File: config.mk
export PLATFORM = sky130hd
export DESIGN_NAME = wb_regfile
export DESIGN_NICKNAME = d
export VERILOG_FILES = /design/src/rtl/wb_regfile.sv
export SDC_FILE = /design/constraint.sdc
export NUM_CORES = 2
export LEC_CHECK = 0
export CORE_MARGIN = 5
export CORE_UTILIZATION = 40
export DETAILED_ROUTE_END_ITERATION = 7
export GPL_ROUTABILITY_DRIVEN = 0
export PLACE_DENSITY_LB_ADDON = 0.2
export SLEW_MARGIN = 10
export SYNTH_ARGS = -nofsm -noshare
export SYNTH_HDL_FRONTEND = slang
export SYNTH_HIERARCHICAL = 1
export SYNTH_SLANG_ARGS = --single-unit
File: constraint.sdc
create_clock -name clk -period 4.8 [get_ports clk]
set_input_delay 0.48 -clock clk [delete_from_list [all_inputs] [get_ports clk]]
set_output_delay 0.48 -clock clk [all_outputs]
set_load 0.03 [all_outputs]
File: src/rtl/wb_regfile.sv
// Writeback stage: MEM/WB register, MemtoReg select, and the general register
// file with two bypassed combinational read ports.

module wb_regfile_rdport #(
  parameter int DATA_W   = 32,
  parameter int ADDR_W   = 5,
  parameter int ZERO_REG = 1
) (
  input  logic [ADDR_W-1:0]                    idx_i,
  input  logic                                 wb_en_i,
  input  logic [ADDR_W-1:0]                    wb_reg_i,
  input  logic [DATA_W-1:0]                    wb_data_i,
  input  logic [(1<<ADDR_W)-1:0][DATA_W-1:0]   regs_i,
  output logic [DATA_W-1:0]                    data_o
);
  // Pending write wins over the array so readers never see a stale value
  // in the cycle before commit.
  always_comb begin
    data_o = regs_i[idx_i];
    if ((ZERO_REG != 0) && (idx_i == '0))
      data_o = '0;
    else if (wb_en_i && (idx_i == wb_reg_i))
      data_o = wb_data_i;
  end
endmodule

module wb_regfile #(
  parameter int DATA_W   = 32,
  parameter int ADDR_W   = 5,
  parameter int ZERO_REG = 1
) (
  input  logic              clk,
  input  logic              rst_n,
  input  logic              stall,
  input  logic              RegWrite,
  input  logic              MemtoReg,
  input  logic [ADDR_W-1:0] write_reg,
  input  logic [DATA_W-1:0] alu_result,
  input  logic [DATA_W-1:0] mem_data,
  input  logic [ADDR_W-1:0] read_reg1,
  input  logic [ADDR_W-1:0] read_reg2,
  output logic [DATA_W-1:0] read_data1,
  output logic [DATA_W-1:0] read_data2,
  output logic              wb_en,
  output logic [ADDR_W-1:0] wb_reg,
  output logic [DATA_W-1:0] wb_data
);
  localparam int DEPTH  = 1 << ADDR_W;
  localparam int NUM_RD = 2;

  logic              wb_en_q,   wb_en_d;
  logic [ADDR_W-1:0] wb_reg_q,  wb_reg_d;
  logic [DATA_W-1:0] wb_data_q, wb_data_d;

  logic [DEPTH-1:0][DATA_W-1:0]  regs_q;
  logic [NUM_RD-1:0][ADDR_W-1:0] rd_idx;
  logic [NUM_RD-1:0][DATA_W-1:0] rd_data;

  // MEM/WB capture; a write aimed at a hard-wired zero register is dropped here
  always_comb begin
    wb_en_d   = wb_en_q;
    wb_reg_d  = wb_reg_q;
    wb_data_d = wb_data_q;
    if (!stall) begin
      wb_en_d   = RegWrite & ~((ZERO_REG != 0) && (write_reg == '0));
      wb_reg_d  = write_reg;
      wb_data_d = MemtoReg ? mem_data : alu_result;
    end
  end

  always_ff @(posedge clk or negedge rst_n) begin
    if (!rst_n) begin
      wb_en_q   <= 1'b0;
      wb_reg_q  <= '0;
      wb_data_q <= '0;
    end else begin
      wb_en_q   <= wb_en_d;
      wb_reg_q  <= wb_reg_d;
      wb_data_q <= wb_data_d;
    end
  end

  // Commit runs even under stall; a held entry just rewrites the same value.
  always_ff @(posedge clk or negedge rst_n) begin
    if (!rst_n)
      regs_q <= '0;
    else if (wb_en_q)
      regs_q[wb_reg_q] <= wb_data_q;
  end

  assign rd_idx[0] = read_reg1;
  assign rd_idx[1] = read_reg2;

  for (genvar g = 0; g < NUM_RD; g++) begin : g_rd
    wb_regfile_rdport #(
      .DATA_W  (DATA_W),
      .ADDR_W  (ADDR_W),
      .ZERO_REG(ZERO_REG)
    ) u_rd (
      .idx_i    (rd_idx[g]),
      .wb_en_i  (wb_en_q),
      .wb_reg_i (wb_reg_q),
      .wb_data_i(wb_data_q),
      .regs_i   (regs_q),
      .data_o   (rd_data[g])
    );
  end

  assign read_data1 = rd_data[0];
  assign read_data2 = rd_data[1];
  assign wb_en      = wb_en_q;
  assign wb_reg     = wb_reg_q;
  assign wb_data    = wb_data_q;
endmodule

# After elaboration in Yosys (flattened, before gate mapping)
# Cells that the tools add are included.
[classes]
magnitude_cmp = 4
n_eq_ne = 2
mux = 12
n_bitwise = 2
n_reduce_logical = 6
[ops]
columns = ["cell", "n"]
rows = [
  ["$bwmux W1024", 1],
  ["$bmux W32 S5", 2],
  ["$mux W32", 8],
  ["$demux W32 S5", 1],
  ["$lt A5 B6 Y1 const B", 3],
  ["$logic_not A5 Y1", 3],
  ["$eq A5 B5 Y1", 2],
  ["$ge A5 B1 Y1 const B", 1],
  ["$logic_and A1 B1 Y1", 3],
  ["$and A1 B1 Y1", 1],
  ["$not A1 Y1", 1],
]
[word_totals]
regBits = 1062
wordCells = 61

# Longest topological paths before layout
[logic_depth]
word_depth = 5
ltp_mapped = 10

# Cells and area by module
# The synthesis kept the hierarchy.
[by_module_without_submodules]
columns = ["module", "n_inst", "cells_each", "area_each_um2", "seq_area_each_um2"]
rows = [
  ["wb_regfile", 1, 2447, 40355.0, 26575.5],
  ["wb_regfile_rdport", 2, 852, 9090.0, 0.0],
]

# Least setup slack after synthesis
# Ideal clock, no wire load.
[synth_path]
path_type = "input -> output"
startpoint = "input read_reg1[0]"
endpoint = "output read_data1[15]"
arrival_ns = 2.306
t_required_ns = 4.320
setup_slack_ns = 2.014
stages = 9
path_buffers = 5
path_cell_list = "buf_6 buf_12 buf_12 buf_6 buf_4 a211oi_1 a2111oi_0 a21oi_1 a21oi_1"
[synth_between]
elab_chain_cells = 4
[synth_rtl]
columns = ["item", "line", "rtl"]
rows = [
  ["from (decl)", "40", "input logic [ADDR_W-1:0] read_reg1,"],
  ["$bmux W32 S5 or $eq A5 B5 Y1 (tied branches)", "19, 22", ""],
  ["$mux W32 (not written as such) or $logic_and A1 B1 Y1 (tied branches)", "19, 22", ""],
  ["$mux W32", "22", "else if (wb_en_i && (idx_i == wb_reg_i))"],
  ["$mux W32 *", "20", "if ((ZERO_REG != 0) && (idx_i == '0))"],
  ["to (decl)", "42", "output logic [DATA_W-1:0] read_data1,"],
]
# Mark *: on every way between the ends. The rest lies on a longest branch, timed or not. The select of a mux whose other input is x is not followed.

# Worst setup path in the final report
[layout_path]
startpoint = "register wb_reg_q[0] (netlist: wb_reg[0])"
endpoint = "output read_data2[22]"
[layout_between]
elab_chain_cells = 4
[layout_rtl]
columns = ["item", "line", "rtl"]
rows = [
  ["from (decl)", "52", "logic [ADDR_W-1:0] wb_reg_q, wb_reg_d;"],
  ["from (signal assigned)", "78", "wb_reg_q <= wb_reg_d;"],
  ["$eq A5 B5 Y1", "22", ""],
  ["$logic_and A1 B1 Y1", "22", ""],
  ["$mux W32", "22", ""],
  ["$mux W32", "20", ""],
  ["to (decl)", "43", "output logic [DATA_W-1:0] read_data2,"],
]
# Every way passes these cells.

==> results.txt <==
After detailed routing, the average wire length per cell comes to 32.60 um. The transition at the pin with the smallest max-transition slack came out at 1.262 ns. After detailed routing, the met2 layer carries 93550 um of wire. The run finished with clean final reports. The register with the most flip-flops in the layout has 1024 of them. The logs give 40.21% for the initial cell density of the core and 1062 for the number of sinks handled by clock tree synthesis.

The core region is 145600 um^2. The achievable clock frequency was 221.8 MHz; the final setup violation count was 0. For this run, the leading register cell type out of synthesis is sky130_fd_sc_hd__dfrtp_1.

End of the worst register-to-register path: regs_q[426]. The run gives 0 ns as the final total negative setup slack. STA puts the critical path data arrival time at 4.03 ns. The height of the chip is 392.5 um, and the endpoint required time on the critical path is 4.32 ns.

The async set-reset flop share out of synthesis was 100.0%. The floorplan row count is 140. The number of buffer cells added on primary ports is 185.

The detail route stage leaves a number of antenna-violating nets equal to 0. Dividing the synthesized area by the synthesized cell count gives 14.10 um^2. Summing over every cut layer, the via total after detailed routing is 39550.

Of the synthesized area, sequential elements account for 45.40%. Share of layout cells above drive strength 1: 43.96%. For this run, the slowest stage of the critical path takes 0.87 ns.

The share of the clock period used by the worst path after layout was 93.94%. The worst hold path begins at RegWrite. Pin placement for this block handled 186 I/O pins.

Setup repair after global routing left no endpoint under its margin. The worst reg2reg path startpoint is wb_reg[0]. The tools report the yosys synthesis warning count as 6. The detailed router's first-iteration violation count was 3811; the number of failing hold endpoints at the final stage was 0. The tools report the quantity of gates resized following cts as 0. The worst pin sits at a relative slew slack of 15.70%. The worst slack on hold paths came out at 0.2945 ns. The tools report the category of the worst setup path capture point as an output port.

For this run, the post-layout net count is 4313. The total overflow left after global routing is 0. For this run, the share of the core covered by cells in the final layout is 45.37%.

Type of origin of the critical path: a flop. For this design the ratio of total power to cell area is 456.4 nW/um^2. Among all stages on the critical path, the largest delay is contributed by sky130_fd_sc_hd__and3_1.

For the number of antenna violations at the first check in global routing, the log shows 7. For the final number of max-transition violations, the log shows 0. Compared with the post-synthesis result, the final layout area differs by 12.83%.

Counting I/O delays and the setup requirement, the final critical path takes 4.509 ns. The clock arrives with 0.04062 ns of skew. For the standby leakage power, the log shows 29.65 nW. Detailed placement finished with a half-perimeter wire length of 125400 um. The post-cts hold buffer count was 1; the depth of the worst register-to-register path was 5. In this run the worst path has a maximum fanout of 12.

The worst hold path depth is 3, and the number of nets in the synthesized netlist is 4235. The run gives 3 as the number of H-tree levels. TritonCTS built the clock tree. The post-placement setup slack was 0.6169 ns; the max capacitance violation total was 0. Global routing used 26.19% of the available tracks. The total standard cell area after synthesis is 58530 um^2, and the number of placed instances with taps included is 6024. The setup slack on the worst flop-to-flop path was 1.56 ns. The number of synthesized register bits was 1062. The clock latency on the worst-skew pair is 0.77 ns, and the routed wire length is 203500 um. For the number of search-and-repair iterations in the first detailed-routing pass, the log shows 6. Clock-pin slew was measured on the worst setup and hold paths at 0.06 ns.

In the final routing, the length of wire on met1 measures 88930 um. Width of the chip: 392.5 um. The highest metal layer carrying signal wires in the routed design is met4.

Entering global routing, the biggest net connects 150 pins. The logs give 0.2908 ns for the setup slack of the critical path after layout and 3 for the maximum buffer depth of the clock tree. Traced cell by cell, the critical path runs through xor2_1, nor4_2, and3_1, nor2_1, a211o_1, buf_4. Dividing the detail-routed via count by the number of cells gives 6.336. The critical path is of the reg2out type. The run gives 119 as the total CTS buffers. The root buffer cell was sky130_fd_sc_hd__clkbuf_16. The worst hold path belongs to the class in2reg. For the floorplan die area, the log shows 154100 um^2. Once the clock tree was built, the setup fixing pass inserted 0 buffers. In the detailed route, the total length drawn on met3 is 14050 um. Across the VDD grid, the largest voltage drop is 357.7 uV.

The count of non-filler cells in the finished layout came out at 6243. The via count of the first global-routing pass came out at 40290. After detailed routing, the number of remaining DRC violations is 0. First-pass GRT wire length: 294400 um.

The cell count after synthesis came out at 4151. Yosys mapped a number of flops with a built-in enable equal to 0. The run gives 70 as the number of library cell types mapped by synthesis. The end point of the worst hold path is wb_en. The run gives 13060 as the total of fill cells in the finished design.
logic make-up (layout without fill, tap and decap cells):
family	after synthesis	in the layout	share of synthesized area, %
buffers and inverters	434	607	4.536
AND/OR/NAND/NOR	362	362	3.181
other	0	2	0
AO/OA/AOI/OAI	534	534	6.485
multiplexers	1749	1749	40.25
flip-flops	1062	1062	45.40
XOR/XNOR	10	10	0.1496
per-layer routing:
layer | track usage (%) | up-vias
li1 | - | 16210
met1 | 37.18 | 21520
met2 | 40.82 | 1497
met3 | 4.730 | 331
met4 | 8.693 | 0
met5 | 0 | -
cell usage after synthesis, drive strengths merged (6+ instances only):
| cell type | n | area, um^2 |
|---|---|---|
| a2111oi | 14 | 127.6 |
| a211o | 8 | 70.07 |
| a211oi | 26 | 205.2 |
| a21oi | 80 | 400.4 |
| a221o | 26 | 260.3 |
| a221oi | 80 | 713.2 |
| a22o | 10 | 87.58 |
| a22oi | 66 | 495.5 |
| a2bb2oi | 14 | 122.6 |
| and3 | 10 | 62.56 |
| and4 | 16 | 140.1 |
| buf | 256 | 1986 |
| clkbuf | 172 | 646.9 |
| clkinv | 6 | 22.52 |
| dfrtp | 1062 | 26580 |
| mux2 | 1059 | 12260 |
| mux2i | 344 | 3443 |
| mux4 | 346 | 7853 |
| nand2 | 128 | 480.5 |
| nand2b | 16 | 100.1 |
| nand3 | 34 | 170.2 |
| nor2 | 39 | 146.4 |
| nor2b | 22 | 137.6 |
| nor3 | 47 | 240.2 |
| nor4 | 20 | 137.6 |
| o2111ai | 6 | 52.55 |
| o21ai | 118 | 590.6 |
| o22a | 10 | 87.58 |
| o22ai | 34 | 212.7 |
| o2bb2ai | 6 | 52.55 |
| o31a | 6 | 52.55 |
| xor2 | 8 | 70.07 |
where the power goes:
part / total [mW] / switching (mW) / internal, mW
logic: 7.69 / 3.31 / 4.38
clock network: 9.27 / 3.95 / 5.32
registers: 13.2 / 1.80 / 11.4
total: 30.1 / 9.06 / 21.1
worst max-delay path, delay by kind of cell (launching register included):
kind	cells	cell delay, ns
AOI/OAI and AO/OA	1	0.50
xor gates and xnor gates	1	0.16
buffers and inverters	1	0.25
DFF	1	0.72
and+or+nand+nor	3	1.62
stage by stage:
step	power [mW]	area, um^2
after global routing	31.47	66040
final	30.14	66040
after detailed placement	20.93	62120
after CTS	30.25	66040
after global placement	20.67	62120
after floorplan	18.47	58530
cells in the final DEF, fill, tap and decap left out, drive strengths merged, types with 39 or more instances in the layout:
cell,netlist,layout
nand2,128,128
mux4,346,346
clkbuf,172,187
a21oi,80,80
mux2,1059,1059
mux2i,344,344
clkdlybuf4s50,0,110
a221oi,80,80
buf,256,274
nor2,39,39
nor3,47,47
dfrtp,1062,1062
o21ai,118,118
a22oi,66,66
cell type report:
| class | instances | area (um^2) | area share [%] |
|---|---|---|---|
| clock buffer | 187 | 3585 | 5.428 |
| timing repair buffer | 385 | 3593 | 5.441 |
| tap | 1917 | 2399 | 3.632 |
| sequential | 1062 | 26580 | 40.24 |
| clock inverter | 29 | 320.3 | 0.4850 |
| inverter | 6 | 22.52 | 0.03410 |
| antenna | 2 | 5.005 | 0.007578 |
| multi-input combinational | 2655 | 29540 | 44.73 |
how the worst max path moves through the flow:
stage / start / end / slack [ns] / depth (start not counted)
2_1_floorplan: read_reg1[0] / read_data1[15] / 2.01 / 9
3_3_place_gp: read_reg2[2] / read_data2[16] / 0.59 / 9
3_5_place_dp: read_reg1[3] / read_data1[1] / 0.62 / 8
4_1_cts: wb_reg[0] / read_data2[22] / 0.40 / 6
5_1_grt: wb_reg[0] / read_data2[22] / 0.31 / 6
6_report: wb_reg[0] / read_data2[22] / 0.29 / 6
Note: power is estimated with default switching activity, not from simulation.
